$ cat src/rtl/ps2_key_input_pkg.sv
// Shared scan-code constants, frame FSM encoding and parity helper for the
// PS/2 keyboard receiver.
package ps2_key_input_pkg;

    localparam logic [7:0] SC_EXT   = 8'hE0;
    localparam logic [7:0] SC_BRK   = 8'hF0;
    localparam logic [7:0] SC_SPACE = 8'h29;
    localparam logic [7:0] SC_UP    = 8'h75;
    localparam logic [7:0] SC_DOWN  = 8'h72;
    localparam logic [7:0] SC_ENTER = 8'h5A;

    typedef enum logic [1:0] {
        ST_IDLE   = 2'd0,
        ST_DATA   = 2'd1,
        ST_PARITY = 2'd2,
        ST_STOP   = 2'd3
    } frame_state_e;

    // PS/2 uses odd parity over the data byte plus the parity bit.
    function automatic logic odd_parity_ok(input logic [7:0] data, input logic par);
        return ^{data, par};
    endfunction

endpackage

$ cat src/rtl/ps2_key_input_line_filter.sv
// Synchronizes both PS/2 lines, deglitches ps2_clk and emits a one-cycle
// pulse when the filtered clock falls.
module ps2_line_filter #(
    parameter int FILTER_LEN = 8
) (
    input  logic clk,
    input  logic rst_n,
    input  logic ps2_clk_i,
    input  logic ps2_data_i,
    output logic data_o,
    output logic fall_o
);

    localparam int CNT_W = $clog2(FILTER_LEN + 1);
    localparam logic [CNT_W-1:0] CNT_LAST = CNT_W'(FILTER_LEN - 1);

    logic [1:0] raw_w;
    logic [1:0] sync_w;

    assign raw_w = {ps2_data_i, ps2_clk_i};

    // Bit 0 is the clock line, bit 1 the data line; both idle high.
    genvar gi;
    generate
        for (gi = 0; gi < 2; gi++) begin : g_sync
            logic meta_q;
            logic sync_q;
            always_ff @(posedge clk) begin
                if (!rst_n) begin
                    meta_q <= 1'b1;
                    sync_q <= 1'b1;
                end else begin
                    meta_q <= raw_w[gi];
                    sync_q <= meta_q;
                end
            end
            assign sync_w[gi] = sync_q;
        end
    endgenerate

    logic [CNT_W-1:0] cnt_q, cnt_d;
    logic             filt_q, filt_d;
    logic             fall_q, fall_d;

    always_comb begin
        cnt_d  = '0;
        filt_d = filt_q;
        fall_d = 1'b0;
        if (sync_w[0] != filt_q) begin
            if (cnt_q == CNT_LAST) begin
                filt_d = sync_w[0];
                fall_d = filt_q;
            end else begin
                cnt_d = cnt_q + CNT_W'(1);
            end
        end
    end

    always_ff @(posedge clk) begin
        if (!rst_n) begin
            cnt_q  <= '0;
            filt_q <= 1'b1;
            fall_q <= 1'b0;
        end else begin
            cnt_q  <= cnt_d;
            filt_q <= filt_d;
            fall_q <= fall_d;
        end
    end

    assign data_o = sync_w[1];
    assign fall_o = fall_q;

endmodule

$ cat src/rtl/ps2_key_input.sv
// PS/2 keyboard receiver: deframes 11-bit frames, tracks E0/F0 prefixes and
// reports scan codes plus held levels for the jump, duck and start keys.
module ps2_key_input
    import ps2_key_input_pkg::*;
#(
    parameter int         FILTER_LEN = 8,
    parameter int         TIMEOUT    = 50000,
    parameter logic [7:0] CODE_JUMP  = SC_SPACE,
    parameter logic [7:0] CODE_UP    = SC_UP,
    parameter logic [7:0] CODE_DOWN  = SC_DOWN,
    parameter logic [7:0] CODE_START = SC_ENTER
) (
    input  logic       clk,
    input  logic       rst_n,
    input  logic       ps2_clk,
    input  logic       ps2_data,
    output logic [7:0] code,
    output logic       code_ext,
    output logic       code_break,
    output logic       code_valid,
    output logic       frame_err,
    output logic       key_up,
    output logic       key_down,
    output logic       key_start
);

    localparam int TMO_W = $clog2(TIMEOUT + 1);
    localparam logic [TMO_W-1:0] TMO_LAST = TMO_W'(TIMEOUT - 1);

    logic data_s;
    logic fall;

    ps2_line_filter #(.FILTER_LEN(FILTER_LEN)) u_line_filter (
        .clk       (clk),
        .rst_n     (rst_n),
        .ps2_clk_i (ps2_clk),
        .ps2_data_i(ps2_data),
        .data_o    (data_s),
        .fall_o    (fall)
    );

    frame_state_e     state_q, state_d;
    logic [2:0]       bit_cnt_q, bit_cnt_d;
    logic [7:0]       shift_q, shift_d;
    logic             parity_q, parity_d;
    logic [TMO_W-1:0] tmo_q, tmo_d;
    logic             ext_q, ext_d;
    logic             brk_q, brk_d;
    logic [7:0]       code_q, code_d;
    logic             code_ext_q, code_ext_d;
    logic             code_break_q, code_break_d;
    logic             code_valid_q, code_valid_d;
    logic             frame_err_q, frame_err_d;
    logic             key_up_q, key_up_d;
    logic             key_down_q, key_down_d;
    logic             key_start_q, key_start_d;
    logic             accept;

    always_comb begin
        state_d      = state_q;
        bit_cnt_d    = bit_cnt_q;
        shift_d      = shift_q;
        parity_d     = parity_q;
        ext_d        = ext_q;
        brk_d        = brk_q;
        code_d       = code_q;
        code_ext_d   = code_ext_q;
        code_break_d = code_break_q;
        code_valid_d = 1'b0;
        frame_err_d  = 1'b0;
        key_up_d     = key_up_q;
        key_down_d   = key_down_q;
        key_start_d  = key_start_q;
        accept       = 1'b0;

        if (state_q == ST_IDLE || fall) begin
            tmo_d = '0;
        end else begin
            tmo_d = tmo_q + TMO_W'(1);
        end

        unique case (state_q)
            ST_IDLE: begin
                if (fall) begin
                    if (!data_s) begin
                        state_d   = ST_DATA;
                        bit_cnt_d = 3'd0;
                    end else begin
                        frame_err_d = 1'b1;
                    end
                end
            end
            ST_DATA: begin
                if (fall) begin
                    shift_d = {data_s, shift_q[7:1]};
                    if (bit_cnt_q == 3'd7) begin
                        state_d = ST_PARITY;
                    end else begin
                        bit_cnt_d = bit_cnt_q + 3'd1;
                    end
                end
            end
            ST_PARITY: begin
                if (fall) begin
                    parity_d = data_s;
                    state_d  = ST_STOP;
                end
            end
            ST_STOP: begin
                if (fall) begin
                    if (data_s && odd_parity_ok(shift_q, parity_q)) begin
                        accept = 1'b1;
                    end else begin
                        frame_err_d = 1'b1;
                    end
                    state_d = ST_IDLE;
                end
            end
        endcase

        // A stalled frame also drops any half-received prefix sequence.
        if (state_q != ST_IDLE && !fall && tmo_q == TMO_LAST) begin
            frame_err_d = 1'b1;
            state_d     = ST_IDLE;
            ext_d       = 1'b0;
            brk_d       = 1'b0;
            tmo_d       = '0;
        end

        if (accept) begin
            if (shift_q == SC_EXT) begin
                ext_d = 1'b1;
            end else if (shift_q == SC_BRK) begin
                brk_d = 1'b1;
            end else begin
                code_valid_d = 1'b1;
                code_d       = shift_q;
                code_ext_d   = ext_q;
                code_break_d = brk_q;
                ext_d        = 1'b0;
                brk_d        = 1'b0;
                if ((shift_q == CODE_JUMP && !ext_q) || (shift_q == CODE_UP && ext_q)) begin
                    key_up_d = !brk_q;
                end
                if (shift_q == CODE_DOWN && ext_q) begin
                    key_down_d = !brk_q;
                end
                if (shift_q == CODE_START && !ext_q) begin
                    key_start_d = !brk_q;
                end
            end
        end
    end

    always_ff @(posedge clk) begin
        if (!rst_n) begin
            state_q      <= ST_IDLE;
            bit_cnt_q    <= 3'd0;
            shift_q      <= 8'd0;
            parity_q     <= 1'b0;
            tmo_q        <= '0;
            ext_q        <= 1'b0;
            brk_q        <= 1'b0;
            code_q       <= 8'd0;
            code_ext_q   <= 1'b0;
            code_break_q <= 1'b0;
            code_valid_q <= 1'b0;
            frame_err_q  <= 1'b0;
            key_up_q     <= 1'b0;
            key_down_q   <= 1'b0;
            key_start_q  <= 1'b0;
        end else begin
            state_q      <= state_d;
            bit_cnt_q    <= bit_cnt_d;
            shift_q      <= shift_d;
            parity_q     <= parity_d;
            tmo_q        <= tmo_d;
            ext_q        <= ext_d;
            brk_q        <= brk_d;
            code_q       <= code_d;
            code_ext_q   <= code_ext_d;
            code_break_q <= code_break_d;
            code_valid_q <= code_valid_d;
            frame_err_q  <= frame_err_d;
            key_up_q     <= key_up_d;
            key_down_q   <= key_down_d;
            key_start_q  <= key_start_d;
        end
    end

    assign code       = code_q;
    assign code_ext   = code_ext_q;
    assign code_break = code_break_q;
    assign code_valid = code_valid_q;
    assign frame_err  = frame_err_q;
    assign key_up     = key_up_q;
    assign key_down   = key_down_q;
    assign key_start  = key_start_q;

endmodule

$ cat config.mk
export PLATFORM = sky130hd
export DESIGN_NAME = ps2_key_input
export DESIGN_NICKNAME = d
export VERILOG_FILES = /design/src/rtl/ps2_key_input_pkg.sv /design/src/rtl/ps2_key_input_line_filter.sv /design/src/rtl/ps2_key_input.sv
export SDC_FILE = /design/constraint.sdc
export NUM_CORES = 1
export LEC_CHECK = 0
export ABC_AREA = 1
export BUFFER_PORTS_ARGS = -buffer_cell sky130_fd_sc_hd__buf_4
export CAP_MARGIN = 20
export CORE_ASPECT_RATIO = 1.4
export CORE_UTILIZATION = 60
export DETAILED_ROUTE_END_ITERATION = 10
export HOLD_SLACK_MARGIN = 0.02
export PLACE_DENSITY = 0.77
export SYNTH_ARGS = -nofsm -noshare
export SYNTH_HDL_FRONTEND = slang
export SYNTH_SLANG_ARGS = --single-unit
$ cat constraint.sdc
create_clock -name clk -period 1.9 [get_ports clk]
set_input_delay 0.38 -clock clk [delete_from_list [all_inputs] [get_ports clk]]
set_output_delay 0.38 -clock clk [all_outputs]
set_load 0.1 [all_outputs]
==> results.sh <==
export IMPL_cp_max_fo=9
export IMPL_drt_iter0_markers=153
export IMPL_status="completed"
export IMPL_p_sw_mw=0.7083
export IMPL_grt_pass1_wl_um=8825
export IMPL_path_class="reg2reg"
export IMPL_fin_crit_ns=1.740
export IMPL_crit_start="shift_q[3]$_SDFFE_PN0P_"
export IMPL_syn_area_um2=2766
export IMPL_io_buffer_count=18
export IMPL_die_h_um=82.34
export IMPL_cts_buffer_depth=2
export IMPL_cp_arrival_ns=1.97
export IMPL_p_seq_frac=0.446
export IMPL_placementRows=28
export IMPL_insertion_delay_ns=0.33
export IMPL_grt_max_degree=23
export IMPL_r2r_end="code[3]$_SDFFE_PN0P_"
export IMPL_rr_worst_depth=11
export IMPL_synthArstFlopShare=0
export IMPL_drt_wl_total_um=5497
export IMPL_p_per_area_nw_per_um2=888.2
export IMPL_syn2layout_area_growth_pct=14.07
export IMPL_dieWidth_um=59.39
export IMPL_via_count=2389
export IMPL_ys_warn_count=0
export IMPL_grt_ovfl_total=0
export IMPL_totalPowerFinal_mw=2.803
export IMPL_core_area_um2=4309
export IMPL_netlist_area_leader_share=0.4125
export IMPL_path_cells="inv_1, nand2_1, nand2_1, nand2_1, nand2_1, nand3_2, nand2_4, nand4_4, buf_4, nand3_1, nand2_1"
export IMPL_cp_depth=11
export IMPL_startpoint_type="register"
export IMPL_antennaDiodeCount=0
export IMPL_seq_area_frac_synth=0.4125
export IMPL_hold_viol=0
export IMPL_endpoint_kind="register"
export IMPL_cp_endpoint="code[3]$_SDFFE_PN0P_"
export IMPL_synth_edf_count=0
export IMPL_cpMostUsedCell="nand2_1"
export IMPL_swShare=0.2527
export IMPL_num_io_pins=19
export IMPL_power_leakage_nw=1.315
export IMPL_root_buffer="clkbuf_8"
export IMPL_dieArea_um2=4890
export IMPL_first_pass_iters=4
export IMPL_syn_nets=377
export IMPL_post_synth_top_count_cell="nand2_1"
export IMPL_postRouteAntennaNets=0
export IMPL_synth_area_top_cells="dfxtp_1 (41%), nand2_1 (11%), nand3_1 (5.6%)"
export IMPL_relSlewSlack=0.7279
export IMPL_numCtsBuffers=9
export IMPL_synth_cells=364
export IMPL_drc=0
export IMPL_required_ns=2.13
export IMPL_synth_top_cell_by_area="dfxtp_1"
export IMPL_start_util=0.6420
export IMPL_synth_main_ff_cell="dfxtp_1"
export IMPL_cp_top_family="simple AND/OR/NAND/NOR gates"
export IMPL_ctsHoldBuffers=0
export IMPL_routedWlPerCell_um=12.16
export IMPL_worstMarginPinSlew_ns=0.4072
export IMPL_synth_cell_types=36
export IMPL_skew_ns=0.003238
export IMPL_grt_total_usage=0.2422
export IMPL_critPathMaxStageDelay_ns=0.33
export IMPL_dp_hpwl_um=3951
export IMPL_vdd_drop_max_mv=0.6747
export IMPL_clockPowerShare=0.448
export IMPL_cp_num_buf_inv=2
export IMPL_place_congestion=0.8568
export IMPL_fin_nets=400
export IMPL_routed_via_density=5.285
export IMPL_path_clk_slew_ns=0.06
export IMPL_r2r_slack_ns=0.16
export IMPL_cts_htree_levels=3
export IMPL_cap_violations=0
export IMPL_grt_pass1_vias=2097
export IMPL_synth_area_per_cell_um2=7.600
export IMPL_finalMaxSlewViolations=0
export IMPL_grt_setup_unrepaired="no"
export IMPL_cts_sinks=57
export IMPL_internal_power_mw=2.095
export IMPL_crit_slowest_cell="dfxtp_1"
export IMPL_ys_ff_latch=57
export IMPL_drive_above_1_share=0.1862
export IMPL_antenna_found_initial=0
export IMPL_r2r_start="shift_q[3]$_SDFFE_PN0P_"
export IMPL_setup_viol=0
export IMPL_hold_class="in2reg"
export IMPL_power_frac_comb=0.106
export IMPL_fin_crit_sh=0.9160
export IMPL_cts_tree="done"
export IMPL_finalSetupTns_ns=0
export IMPL_max_freq_mhz=574.6
export IMPL_synth_commonest_cells="nand2_1 (82), dfxtp_1 (57), inv_1 (37)"
[worst min-delay path by stage]
stage                                                    from  depth (start not counted)  slack (ns)                                        end
global placement    u_line_filter.g_sync[0].meta_q$_SDFF_PN1_                          1        0.40  u_line_filter.g_sync[0].sync_q$_SDFF_PN1_
global route                                         ps2_data                          2        0.23  u_line_filter.g_sync[1].meta_q$_SDFF_PN1_
detailed placement  u_line_filter.g_sync[1].meta_q$_SDFF_PN1_                          1        0.40            u_line_filter.data_o$_SDFF_PN1_
finish                                               ps2_data                          2        0.23  u_line_filter.g_sync[1].meta_q$_SDFF_PN1_
floorplan           u_line_filter.g_sync[1].meta_q$_SDFF_PN1_                          1        0.39            u_line_filter.data_o$_SDFF_PN1_
CTS                                                  ps2_data                          2        0.22  u_line_filter.g_sync[1].meta_q$_SDFF_PN1_
[state kept, by name, summed over array words and instances (netlist names)]
name                         flops
code                             8
u_line_filter.cnt_q              4
key_down                         1
state_q                          2
u_line_filter.g_sync.meta_q      2
u_line_filter.data_o             1
brk_q                            1
ext_q                            1
frame_err                        1
u_line_filter.g_sync.sync_q      1
shift_q                          8
parity_q                         1
code_break                       1
code_ext                         1
u_line_filter.filt_q             1
bit_cnt_q                        3
code_valid                       1
tmo_q                           16
u_line_filter.fall_o             1
key_start                        1
key_up                           1
[final cells by class]
class	instances	area, um^2
clock buffer	11	141.4
multi-input combinational	252	1370
fill	370	1154
timing repair buffer	25	187.7
tap	60	75.07
sequential	57	1145
clock inverter	5	78.83
inverter	42	157.7
[what timing repair did]
item / 4_1_cts / 5_1_grt
setup endpoints to repair: 0 / 11
gates resized for setup: 0 / 6
setup buffers: 0 / 1
[stage by stage]
step                utilization  hold WS, ns  worst slack (ns)  area (um^2)  std cells
detailed placement       0.6748       0.4031           0.09506         2908        434
finish                   0.7323       0.2313            0.1596         3156        452
global route             0.7323       0.2278          0.004247         3156        452
floorplan                     -       0.3925            0.3337         2766        364
CTS                      0.7259       0.2161           0.07624         3128        450
global placement         0.6748       0.3984            0.1310         2908        434
[power by group through the flow]
stage	registers, mW	clock network (mW)	logic, mW
6_report	1.25	1.25	0.298
2_1_floorplan	1.27	0	0.255
3_5_place_dp	1.28	0	0.298
5_1_grt	1.25	1.32	0.332
4_1_cts	1.25	1.26	0.299
3_3_place_gp	1.28	0	0.285
[cell families (layout without fill, tap and decap cells)]
kind of cell,Yosys count,in the layout,synth area share
flip-flops,57,57,0.4125
AO/OA/AOI/OAI,43,43,0.09453
adder cells (fa/ha/maj),9,9,0.04071
AND/OR/NAND/NOR,191,192,0.3288
XOR/XNOR,8,8,0.02533
buffers and inverters,56,83,0.09814
[worst register-to-register path, stage by stage, from the launching register on]
cell     delay [ns]
dfxtp_1        0.33
inv_1          0.16
nand2_1        0.10
nand2_1        0.07
nand2_1        0.05
nand2_1        0.12
nand3_2        0.16
nand2_4        0.13
nand4_4        0.18
buf_4          0.22
nand3_1        0.07
nand2_1        0.05
[layer usage]
| metal | GRT usage | vias up | share of wire |
|---|---|---|---|
| met4 | 0.09524 | 0 | 0.012 |
| met3 | 0.07944 | 6 | 0.029 |
| met5 | 0 | - | 0 |
| met1 | 0.2717 | 1102 | 0.45 |
| met2 | 0.4180 | 37 | 0.51 |
| li1 | - | 1244 | - |
[cells in the final DEF (no fill, tap or decap), types with 2 or more instances in the layout]
cell type	synthesis	routed
inv_2	5	5
clkinv_2	0	2
nand4_1	16	16
nor4_1	2	2
nor3b_1	2	2
xnor2_1	3	3
dfxtp_1	57	54
or2_2	5	5
buf_4	2	25
a21oi_1	17	17
clkbuf_8	0	10
nor2_4	1	2
nor3_1	11	11
nor2_1	28	26
a211oi_1	3	3
inv_1	37	37
bufinv_16	0	2
nand2_1	82	82
nor2_2	7	9
xor2_1	5	5
ha_1	9	9
o21ai_0	14	14
a21oi_2	3	3
dfxtp_2	0	3
nand3_1	31	31
Power figures use the tool's default switching activity.
